===== src/rtl/reaction_uart_tx.sv =====
// rtl/reaction_uart_tx.sv - reaction time to five ASCII digits plus CR LF over a UART
// Optional even parity bit per byte when REACTION_UART_PARITY_EN is defined.
module reaction_uart_tx #(
  parameter int CLKS_PER_BIT = 434
) (
  input  logic        clk,
  input  logic        rst,
  input  logic        result_valid,
  input  logic [13:0] result,
  output logic        ready,
  output logic        tx,
  output logic        overrun
);

  typedef enum logic [2:0] {
    S_IDLE,
    S_CONVERT,
    S_START,
    S_DATA,
`ifdef REACTION_UART_PARITY_EN
    S_PARITY,
`endif
    S_STOP
  } state_t;

  localparam logic [15:0] BAUD_LAST = 16'(CLKS_PER_BIT - 1);

  state_t      state_q, state_d;
  logic [15:0] baud_q, baud_d;
  logic [3:0]  conv_cnt_q, conv_cnt_d;
  logic [2:0]  bit_idx_q, bit_idx_d;
  logic [2:0]  byte_idx_q, byte_idx_d;
  logic [33:0] shreg_q, shreg_d;
  logic        tx_q, tx_d;
  logic        ready_q, ready_d;
  logic        overrun_q, overrun_d;

  logic        baud_end;
  logic [19:0] bcd;
  logic [7:0]  cur_byte;
  logic [33:0] adjusted;

  function automatic logic [19:0] dabble_adjust(input logic [19:0] b);
    logic [19:0] r;
    r = b;
    for (int i = 0; i < 5; i++) begin
      if (r[i*4 +: 4] >= 4'd5) r[i*4 +: 4] = r[i*4 +: 4] + 4'd3;
    end
    return r;
  endfunction

  // After conversion the upper 20 bits of the shift register hold the BCD digits.
  assign bcd      = shreg_q[33:14];
  assign baud_end = (baud_q == BAUD_LAST);
  assign adjusted = {dabble_adjust(shreg_q[33:14]), shreg_q[13:0]};

  always_comb begin
    case (byte_idx_q)
      3'd0:    cur_byte = {4'h3, bcd[19:16]};
      3'd1:    cur_byte = {4'h3, bcd[15:12]};
      3'd2:    cur_byte = {4'h3, bcd[11:8]};
      3'd3:    cur_byte = {4'h3, bcd[7:4]};
      3'd4:    cur_byte = {4'h3, bcd[3:0]};
      3'd5:    cur_byte = 8'h0D;
      default: cur_byte = 8'h0A;
    endcase
  end

  always_comb begin
    state_d    = state_q;
    baud_d     = baud_q;
    conv_cnt_d = conv_cnt_q;
    bit_idx_d  = bit_idx_q;
    byte_idx_d = byte_idx_q;
    shreg_d    = shreg_q;
    tx_d       = tx_q;
    ready_d    = ready_q;
    overrun_d  = overrun_q | (result_valid & ~ready_q);

    if (state_q != S_IDLE && state_q != S_CONVERT) begin
      baud_d = baud_end ? 16'd0 : baud_q + 16'd1;
    end

    case (state_q)
      S_IDLE: begin
        if (result_valid) begin
          shreg_d    = {20'd0, result};
          conv_cnt_d = 4'd0;
          ready_d    = 1'b0;
          state_d    = S_CONVERT;
        end
      end
      S_CONVERT: begin
        if (conv_cnt_q == 4'd14) begin
          state_d    = S_START;
          baud_d     = 16'd0;
          byte_idx_d = 3'd0;
          tx_d       = 1'b0;
        end else begin
          shreg_d    = {adjusted[32:0], 1'b0};
          conv_cnt_d = conv_cnt_q + 4'd1;
        end
      end
      S_START: begin
        if (baud_end) begin
          state_d   = S_DATA;
          bit_idx_d = 3'd0;
          tx_d      = cur_byte[0];
        end
      end
      S_DATA: begin
        if (baud_end) begin
          if (bit_idx_q == 3'd7) begin
`ifdef REACTION_UART_PARITY_EN
            state_d = S_PARITY;
            tx_d    = ^cur_byte;
`else
            state_d = S_STOP;
            tx_d    = 1'b1;
`endif
          end else begin
            bit_idx_d = bit_idx_q + 3'd1;
            tx_d      = cur_byte[bit_idx_d];
          end
        end
      end
`ifdef REACTION_UART_PARITY_EN
      S_PARITY: begin
        if (baud_end) begin
          state_d = S_STOP;
          tx_d    = 1'b1;
        end
      end
`endif
      S_STOP: begin
        if (baud_end) begin
          if (byte_idx_q != 3'd6) begin
            byte_idx_d = byte_idx_q + 3'd1;
            state_d    = S_START;
            tx_d       = 1'b0;
          end else begin
            state_d = S_IDLE;
            ready_d = 1'b1;
            tx_d    = 1'b1;
          end
        end
      end
      default: begin
        state_d = S_IDLE;
        ready_d = 1'b1;
        tx_d    = 1'b1;
      end
    endcase
  end

  always_ff @(posedge clk) begin
    if (rst) begin
      state_q    <= S_IDLE;
      baud_q     <= 16'd0;
      conv_cnt_q <= 4'd0;
      bit_idx_q  <= 3'd0;
      byte_idx_q <= 3'd0;
      shreg_q    <= 34'd0;
      tx_q       <= 1'b1;
      ready_q    <= 1'b1;
      overrun_q  <= 1'b0;
    end else begin
      state_q    <= state_d;
      baud_q     <= baud_d;
      conv_cnt_q <= conv_cnt_d;
      bit_idx_q  <= bit_idx_d;
      byte_idx_q <= byte_idx_d;
      shreg_q    <= shreg_d;
      tx_q       <= tx_d;
      ready_q    <= ready_d;
      overrun_q  <= overrun_d;
    end
  end

  assign ready   = ready_q;
  assign tx      = tx_q;
  assign overrun = overrun_q;

endmodule

===== config.mk =====
export PLATFORM = sky130hd
export DESIGN_NAME = reaction_uart_tx
export DESIGN_NICKNAME = d
export VERILOG_FILES = /design/src/rtl/reaction_uart_tx.sv
export SDC_FILE = /design/constraint.sdc
export NUM_CORES = 1
export LEC_CHECK = 0
export ABC_AREA = 1
export BUFFER_PORTS_ARGS = -buffer_cell sky130_fd_sc_hd__clkbuf_2
export CAP_MARGIN = 40
export CORE_MARGIN = 2
export CORE_UTILIZATION = 50
export CTS_CLUSTER_SIZE = 25
export DETAILED_ROUTE_END_ITERATION = 12
export GPL_ROUTABILITY_DRIVEN = 0
export GPL_TIMING_DRIVEN = 0
export PLACE_DENSITY = 0.67
export SLEW_MARGIN = 5
export SYNTH_ARGS = -nofsm -noshare
export SYNTH_HDL_FRONTEND = slang
export SYNTH_SLANG_ARGS = --single-unit

===== constraint.sdc =====
create_clock -name clk -period 3.5 [get_ports clk]
set_input_delay 0.175 -clock clk [delete_from_list [all_inputs] [get_ports clk]]
set_output_delay 0.175 -clock clk [all_outputs]
set_load 0.005 [all_outputs]

==> results of run 1 <==
## worst max-delay path by stage
stage | endpoint | slack (ns) | depth (start not counted) | startpoint
3_5_place_dp | shreg_q[7] | 1.59 | 10 | conv_cnt_q[0]
3_3_place_gp | tx | 1.61 | 15 | byte_idx_q[2]
4_1_cts | shreg_q[5] | 1.56 | 10 | conv_cnt_q[0]
6_report | tx | 1.55 | 15 | byte_idx_q[2]
2_1_floorplan | tx | 1.86 | 15 | byte_idx_q[2]
5_1_grt | tx | 1.31 | 15 | byte_idx_q[2]
## final cells by class
cell class                      instances  area (sq um)
Inverter                               69           262
Buffer                                 16          85.1
Clock buffer                           12           145
Clock inverter                          3          40.0
Tap cell                               99           124
Timing Repair Buffer                   18          90.1
Fill cell                             724          3120
Multi-Input combinational cell        392          2110
Sequential cell                        66          1320
## power breakdown
group	leakage, uW	switching [uW]	total (uW)	internal [uW]
clock	0.0000962	285	628	343
combinational	0.00107	687	1000	318
sequential	0.000536	91.1	953	862
total	0.00170	1060	2590	1520
## flip-flops by register name (all words and copies together), names as in the netlist
name        count
conv_cnt_q      4
byte_idx_q      3
tx              1
bit_idx_q       3
overrun         1
ready           1
shreg_q        34
baud_q         16
state_q         3
## cells in the final DEF, fill, tap and decap left out, types with 2 or more instances in the layout
cell type  synthesis  final
inv_1             61     61
nand4_1            3      3
nor2_1            48     48
buf_2              5      5
nor2_2             7      7
clkinv_2           0      2
a31oi_1           14     14
clkbuf_1           6      8
a21oi_2            2      2
clkbuf_2           0     18
buf_4              5      5
o21ai_0           15     15
inv_2              6      6
nor3_4             2      2
nand2_2            6      6
nor2_4             4      4
o211ai_1           7      7
a211oi_2           2      2
nand3_1           34     34
a21oi_1           40     40
xor2_1            11     11
nor3_1             8      8
clkbuf_8           0     10
a211oi_1           3      3
dfxtp_1           66     66
ha_1              21     21
nand2_1          150    150
o21a_1             2      2
## worst max-delay path, stage by stage, from the launching register on
cell and delay, ns:
dfxtp_1 0.45, inv_1 0.10, buf_2 0.19, ha_1 0.27, nand2_1 0.09, nand2_1 0.05
nor2_1 0.15, nand3_1 0.09, nand3_1 0.09, nand2_1 0.05, nand2_1 0.05, nand2_1 0.05
nand2_1 0.06, nand2_1 0.06, nand2_1 0.06, nand2_1 0.05
## metal layers
metal / global-route usage, % / vias to the layer above
met2: 33.7 / 65
li1: - / 1811
met5: 0 / -
met4: 10.2 / 0
met1: 28.8 / 1608
met3: 3.59 / 20
## cell families after synthesis
logic type / count (synthesis) / share of synthesized area (%)
AO/OA/AOI/OAI: 89 / 13.9
XOR/XNOR: 12 / 2.78
adder cells (fa/ha/maj): 21 / 6.96
buffers and inverters: 85 / 9.18
flip-flops: 66 / 35.0
AND/OR/NAND/NOR: 270 / 32.2
## stage by stage
stage	utilization, %	cells
after detailed placement	54.7	660
final	57.3	675
after global routing	57.3	675
after CTS	57.3	675
after global placement	54.7	660
after floorplan	-	543
==> results.md, run 1 <==
* Main flop type after synthesis: dfxtp_1
* Initial antenna violation count at 0
* Number of flops mapped to enable cells by yosys at 0
* RSZ-0062 raised after global routing: no
* Final slew viol count at 0
* Number of vias per cell at 5.19
* Worst Skew at 0.00914 ns
* IO Pins at 20
* Reg2reg path depth at 15
* Post-route cell area at around 4200 sq um
* Cell with the most instances after synthesis: nand2_1
* Starting density of the core at 51.8%
* Pwr/cell area at 619 nW/um^2
* Drc violations at 0
* Syn Area/Cell at 6.96 sq um
* Reg-to-Reg Start: byte_idx_q[2]
* H-Tree Level Count at 3
* Initial DRC count at 155
* Pre-CTS setup slack at about 1.6 ns
* Outcome: completed
* Setup crit end kind: flip-flop
* Net count, final at between 600 and 700
* Worst-Margin Slew at 0.672 ns
* Final setup viols at 0
* WS Path Type: flip-flop to flip-flop
* Area leader, netlist: dfxtp_1
* Final Power at 2590 uW
* Max Root-Sink Buffers at 2
* Yosys warns at 0
* Diode count at 0
* Global-route wire length before repair at 14.6 mm
* CP Launch Type: flip-flop
* Port bufs at 18
* Static leakage at between 0.0015 and 0.002 uW
* Final worst slack at 1.55 ns
* Clock transition at path regs at 0.07 ns
* Detailed Place HPWL at 6.31 mm
* Seq/Total Area, Yosys at 35.0%
* Clk sinks at between 60 and 70
* Ranking of synthesized cells by area: dfxtp_1, nand2_1, ha_1, inv_1, a21oi_1
* GRT Total Usage at 21.5%
* Final hold vios at 0
* Fmax achieved at 0.512 GHz
* Die X at about 91 um
* Final ANT Viol Nets at 0
* DR top layer: met4
* Register-to-register setup slack at around 1.5 ns
* Tcrit/Tclk final at a little under three fifths
* Largest net degree at the start of global routing at 11
* Clk_lat worst skew at roughly 0.34 ns
* Synth top area share at 35.0%
* HP Start: result[0]
* Post-Syn Nets at between 500 and 600
* Worst hold slack at 0.0693 ns
* DP Area at 3990 sq um
* Vias in the first global route at 3238
* Async S/R FF share, synth at 0%
* GR Overflow Total at 0
* CTS tree: yes
* Die area at a little over 8000 sq um
* Avg WL per Cell at 12.7 um
* Post-synth cell types at 40
* Final min period at 1.95 ns
* # rows at 31
* Cell area after synthesis at 3780 sq um
* Synth Register Bits at between 60 and 70
* Drt pass-1 iters at 5
* Rel. slew slack at 55.2%
* Die H at 90.9 um
* Resize count post-CTS at 0
* Cts bufs inserted at 9
* Core box area at between 7000 and 8000 sq um
* Met2 wire len at 3.83 mm
* Area growth, synth to finish at 10.6%
* Hold EP: shreg_q[0]
* Crit Path Max Fanout at 10
* R2r endpoint: tx
* TNS Setup at 0 ns
* Post-synthesis cell count at 543
* Worst endpoint required time at 3.74 ns
* Clock Tree Root: clkbuf_8
* Post-CTS Setup Inserts at 0
* Depth of the worst hold-timing path at 3
* Share of layout cells above drive strength 1 at 13.4%
* Via Count at 3504
* Total Wirelength at 8.60 mm
* Critical Path AT at 2.19 ns
* Total of max-cap violations at 0
* Synth top cells by count: nand2_1, dfxtp_1, inv_1, nor2_1, a21oi_1
* Peak VDD IR at around 300 uV
* Routed wl met3 at about 320 um
* Metal1 wirelength at 4.21 mm
* Worst Hold Class: input pin to flip-flop
* # hold bufs at CTS at 0
Note: power is estimated with default switching activity, not from simulation.
==> inputs of run 2 (changes only) <==
--- a/config.mk
+++ b/config.mk
@@ -14,7 +14,7 @@
 export DETAILED_ROUTE_END_ITERATION = 12
 export GPL_ROUTABILITY_DRIVEN = 0
 export GPL_TIMING_DRIVEN = 0
-export PLACE_DENSITY = 0.67
+export PLACE_DENSITY = 0.7
 export SLEW_MARGIN = 5
 export SYNTH_ARGS = -nofsm -noshare
 export SYNTH_HDL_FRONTEND = slang
==> constraint.sdc (replaced) <==
create_clock -name clk -period 1.6 [get_ports clk]
set_input_delay 0.08 -clock clk [delete_from_list [all_inputs] [get_ports clk]]
set_output_delay 0.08 -clock clk [all_outputs]
set_load 0.005 [all_outputs]
==> results.md, run 2 (same netlist as run 1, synthesis figures left out) <==
* Outcome: finished with violations
* Fillers at ~560
* WS Path Type: flip-flop to flip-flop
* Worst Skew at between 0.008 and 0.009 ns
* Critical Path AT at between 1.5 and 2 ns
* Initial antenna violation count at 0
* CTS tree: yes
* Number of vias per cell at 5.33
* Crit path max-delay family: simple AND/OR/NAND/NOR gates
* H-Tree Level Count at 3
* IO Pins at 20
* Core box area at 7290 sq um
* Static leakage at around 0.0021 uW
* Sequential Power Share at 28.7%
* Part of the power in combinational logic at a little over half
* Die H at 90.9 um
* Fmax achieved at 0.596 GHz
* Rel. slew slack at 50.1%
* Multi-input combinational cell area at 2420 sq um
* Global-route wire length before repair at 15.3 mm
* Drc violations at 0
* Final ANT Viol Nets at 0
* GR Overflow Total at 0
* Worst Hold Class: input pin to flip-flop
* Net count, final at 671
* Initial DRC count at between 200 and 250
* Clock power frac at ~17%
* Biggest register: shreg_q
* CP Launch Type: flip-flop
* Most common cell after layout, fill and taps aside: nand2_1
* Clock Tree Root: clkbuf_8
* Share of layout cells above drive strength 1 at between 30 and 40%
* Final hold vios at 0
* Die X at 90.9 um
* # rows at 31
* Max Root-Sink Buffers at 2
* Starting density of the core at around half
* Failing checks: negative setup slack
* Peak VDD IR at 797 uV
* Worst path bufs/invs at 1
* Clk sinks at 66
* Crit path cell chain: ha_2 > inv_1 > nor2_2 > nand2_2 > nor2_4 > nand2_2 > nor2_4 > nand2_2 > nor2_4 > nand2_1 > a21oi_2
* Diode count at 0
* Total Wirelength at 10.8 mm
* Largest net degree at the start of global routing at 12
* Pwr/cell area at around 1400 nW/um^2
* Max FFs per register at 34
* Vias in the first global route at 3412
* Final min period at 1.68 ns
* Avg WL per Cell at 14.6 um
* Clock transition at path regs at 0.07 ns
* Slowest cell on crit path: dfxtp_4
* Final setup viols at 19
* Setup crit end kind: flip-flop
* Cts bufs inserted at 9
* Sw Pwr at 3100 uW
* Die area at 8270 sq um
* Total of max-cap violations at 0
* Final slew viol count at 0
* Area growth, synth to finish at 38.8%
* Tcrit/Tclk final at 105%
* Switching share of total power at 41.1%
* Detailed Place HPWL at 6.16 mm
* Post-route cell area at 5240 sq um
* Port bufs at 18
* Crit Path Max Fanout at 4
* GRT Total Usage at 22.9%
* Top Registers: shreg_q x34, baud_q x16, conv_cnt_q x4
* TNS Setup at -0.600 ns
* Int Pwr at approximately 4500 uW
* Clk_lat worst skew at between 0.3 and 0.4 ns
* DP Area at 3990 sq um
* Worst endpoint required time at about 1.9 ns
* Drt pass-1 iters at 5
* Final worst slack at -0.0774 ns
* Biggest cell delay along the critical path at between 0.3 and 0.4 ns
* Most frequent cells in the layout: nand2_1, inv_1, dfxtp_1
* RSZ-0062 raised after global routing: yes
* Worst hold slack at 0.288 ns
* Via Count at between 3000 and 4000
* FF/Latch Area at roughly 1400 sq um
* Worst-Margin Slew at 0.749 ns
==> run 2: worst paths after layout <==
| check | startpoint | to | slack [ns] | cells after the start |
|---|---|---|---|---|
| max | baud_q[0] | baud_q[14] | -0.08 | 11 |
| min | rst | tx | 0.29 | 3 |
| max reg2reg | baud_q[0] | baud_q[14] | -0.08 | 11 |
| min reg2reg | shreg_q[13] | shreg_q[14] | 0.47 | 2 |
==> run 2: layout make-up <==
class	instances	area share [%]
clock inverters	5	0.573
multi-input cells	392	46.2
repair inverters	1	0.167
clock buffers	11	2.70
well taps	99	2.36
repair buffers	79	13.5
inverters	69	5.56
flip-flops and latches	66	25.9
plain buffers	15	3.01
==> run 2: worst reg2reg max path, stage by stage, from the launching register on <==
cell and delay (ns):
dfxtp_4 0.38, ha_2 0.17, inv_1 0.05, nor2_2 0.11
nand2_2 0.09, nor2_4 0.12, nand2_2 0.10, nor2_4 0.14
nand2_2 0.10, nor2_4 0.14, nand2_1 0.09, a21oi_2 0.14
==> run 2: power groups by stage <==
stage                     Clock [uW]  Combinational (uW)  Sequential, uW
after detailed placement           0                2180            2120
after CTS                       1280                2680            2100
final                           1290                4100            2160
after global routing            1350                4400            2190
after floorplan                    0                1640            2080
after global placement             0                2140            2110
==> run 2: routing by layer <==
metal | GRT usage, % | up-vias | wire length [um]
met2 | 37.9 | 98 | 5430
li1 | - | 1931 | -
met1 | 29.4 | 1870 | 4700
met4 | 10.6 | 0 | 295
met3 | 3.26 | 26 | 353
met5 | 0 | - | 0
==> run 2: through the flow <==
step	instances	utilization, %	worst slack (ns)	power [uW]
after global routing	737	71.9	-0.186	7950
after detailed placement	660	54.8	-0.269	4300
after CTS	709	63.0	-0.0193	6060
final	737	71.9	-0.0774	7550
after global placement	660	54.8	-0.271	4250
after floorplan	543	-	0.0132	3720
==> run 2: what timing repair did <==
| item | in CTS | in global routing |
|---|---|---|
| hold endpoints to repair | 15 | 0 |
| endpoints found under the setup margin | 61 | 62 |
| cloned | 1 | 5 |
| pin swaps | 11 | 44 |
| gates resized for setup | 49 | 108 |
| setup buffers | 18 | 23 |
| hold buffers | 15 | 0 |
==> inputs of run 3 (changes only) <==
--- a/config.mk
+++ b/config.mk
@@ -10,11 +10,12 @@
 export CAP_MARGIN = 40
 export CORE_MARGIN = 2
 export CORE_UTILIZATION = 50
+export CTS_BUF_LIST = sky130_fd_sc_hd__clkbuf_4 sky130_fd_sc_hd__clkbuf_8
 export CTS_CLUSTER_SIZE = 25
 export DETAILED_ROUTE_END_ITERATION = 12
 export GPL_ROUTABILITY_DRIVEN = 0
 export GPL_TIMING_DRIVEN = 0
-export PLACE_DENSITY = 0.7
+export PLACE_DENSITY = 0.76
 export SLEW_MARGIN = 5
 export SYNTH_ARGS = -nofsm -noshare
 export SYNTH_HDL_FRONTEND = slang
==> results.md, run 3 (same netlist as run 1, synthesis figures left out) <==
* Outcome: finished with violations
* Failing checks: negative setup slack
* GR Overflow Total at 0
* # rows at 31
* Total Wirelength at between 10 and 15 mm
* Top Registers: shreg_q x34, baud_q x16, conv_cnt_q x4
* Diode count at 0
* Final ANT Viol Nets at 0
* Share of layout cells above drive strength 1 at 30.3%
* Met2 wire len at 5.56 mm
* Dpl cells at 660
* Most common cell after layout, fill and taps aside: nand2_1
* Rel. slew slack at about 58%
* Worst Hold Class: input pin to flip-flop
* CP Launch Type: flip-flop
* Peak VDD IR at 1110 uV
* Metal1 wirelength at ~4.5 mm
* DR top layer: met4
* Number of vias per cell at 5.46
* Cts bufs inserted at 9
* Drc violations at 0
* Final Power at 7100 uW
* Initial antenna violation count at 0
* WS Path Type: flip-flop to flip-flop
* Global-route wire length before repair at 16.0 mm
* Tcrit/Tclk final at 110%
* Pre-CTS setup slack at -0.281 ns
* Final min period at 1.76 ns
* Pwr/cell area at 1400 nW/um^2
* Final worst slack at -0.157 ns
* Crit Path Max Fanout at 5
* Worst-Margin Slew at between 0.6 and 0.7 ns
* Area growth, synth to finish at 34.5%
* Most frequent cells in the layout: nand2_1, inv_1, dfxtp_1
* Avg WL per Cell at 15.1 um
* Detailed Place HPWL at around 6.2 mm
* Switching share of total power at 41.2%
* Clock power frac at 21.7%
* Max FFs per register at 34
* IO Pins at 20
* Int Pwr at between 4000 and 5000 uW
* Max Root-Sink Buffers at 2
* Part of the power in combinational logic at approximately 48%
* Worst Skew at 0.0208 ns
* Final slew viol count at 0
* Drt pass-1 iters at 5
* Fmax achieved at 0.569 GHz
* GRT Total Usage at 23.6%
* Starting density of the core at 51.8%
* RSZ-0062 raised after global routing: yes
* Clk sinks at 66
* Static leakage at between 0.002 and 0.0025 uW
* Sw Pwr at 2930 uW
* Routed wl met3 at roughly 560 um
* Initial DRC count at 238
* Largest net degree at the start of global routing at 13
* DP Area at 3990 sq um
* Die X at 90.9 um
* Clock transition at path regs at 0.09 ns
* Clock Tree Root: clkbuf_8
* Vias in the first global route at about 3700
* Clk_lat worst skew at 0.36 ns
* Die area at 8270 sq um
* CTS tree: yes
* H-Tree Level Count at 3
* Critical Path AT at 2.02 ns
* Biggest register: shreg_q
* Port bufs at 18
* Core box area at 7290 sq um
* Net count, final at 661
* Setup crit end kind: flip-flop
* Worst endpoint required time at 1.86 ns
* Finished Layout Cells at 727
* Sequential Power Share at a little under a third
* Worst hold slack at between 0.2 and 0.3 ns
* Final setup viols at 31
* Post-route cell area at 5080 sq um
* Total of max-cap violations at 0
* Via Count at 3966
* Die H at between 90 and 100 um
* Final hold vios at 0
run 3: through the flow:
stage                     setup TNS, ns  util [%]
after floorplan                       0         -
after global placement            -6.60      54.8
after detailed placement          -9.33      54.8
after CTS                       -0.0735      63.8
after global routing              -5.94      69.7
final                             -1.22      69.7
run 3: repair_timing:
action	CTS	global route
resized for setup	53	86
setup endpoints to repair	61	62
hold buffers	15	0
pin swaps	21	40
cloned	0	2
hold endpoints to repair	15	0
setup buffers	16	19
run 3: area by class of cell:
type / count / area, sq um
Inverter: 69 / 272
Sequential cell: 66 / 1360
Buffer: 15 / 143
Multi-Input combinational cell: 392 / 2410
Fill cell: 578 / 2210
Timing Repair Buffer: 70 / 562
Clock buffer: 11 / 151
Clock inverter: 5 / 60.1
Tap cell: 99 / 124
run 3: power groups by stage:
stage | clock [uW] | sequential (uW) | combinational, uW
2_1_floorplan | 0 | 2080 | 1640
3_3_place_gp | 0 | 2110 | 2130
3_5_place_dp | 0 | 2120 | 2190
4_1_cts | 1530 | 2100 | 2790
5_1_grt | 1620 | 2190 | 3680
6_report | 1540 | 2160 | 3400
run 3: worst paths after layout:
path	startpoint	end	slack, ns	cells past startpoint
hold reg to reg	shreg_q[13]	shreg_q[14]	0.47	2
setup / recovery	byte_idx_q[0]	tx	-0.16	14
hold / removal	rst	tx	0.28	3
setup reg to reg	byte_idx_q[0]	tx	-0.16	14
run 3: critical path, cell delays in order (launching register included):
cell	delay, ns
dfxtp_4	0.38
ha_4	0.17
ha_4	0.18
nand2_1	0.09
nand3_1	0.09
nor2_1	0.13
nand3_1	0.11
nand3_1	0.09
nand2_1	0.06
nand2_1	0.07
nand2_1	0.05
nand2_1	0.06
nand2_1	0.07
nand2_1	0.07
nand2_1	0.04
run 3: layer usage:
layer  vias to the layer above  global-route usage (%)
li1                       1916                       -
met1                      1845                    27.5
met2                       165                    40.9
met3                        40                    4.84
met4                         0                    11.7
met5                         -                       0
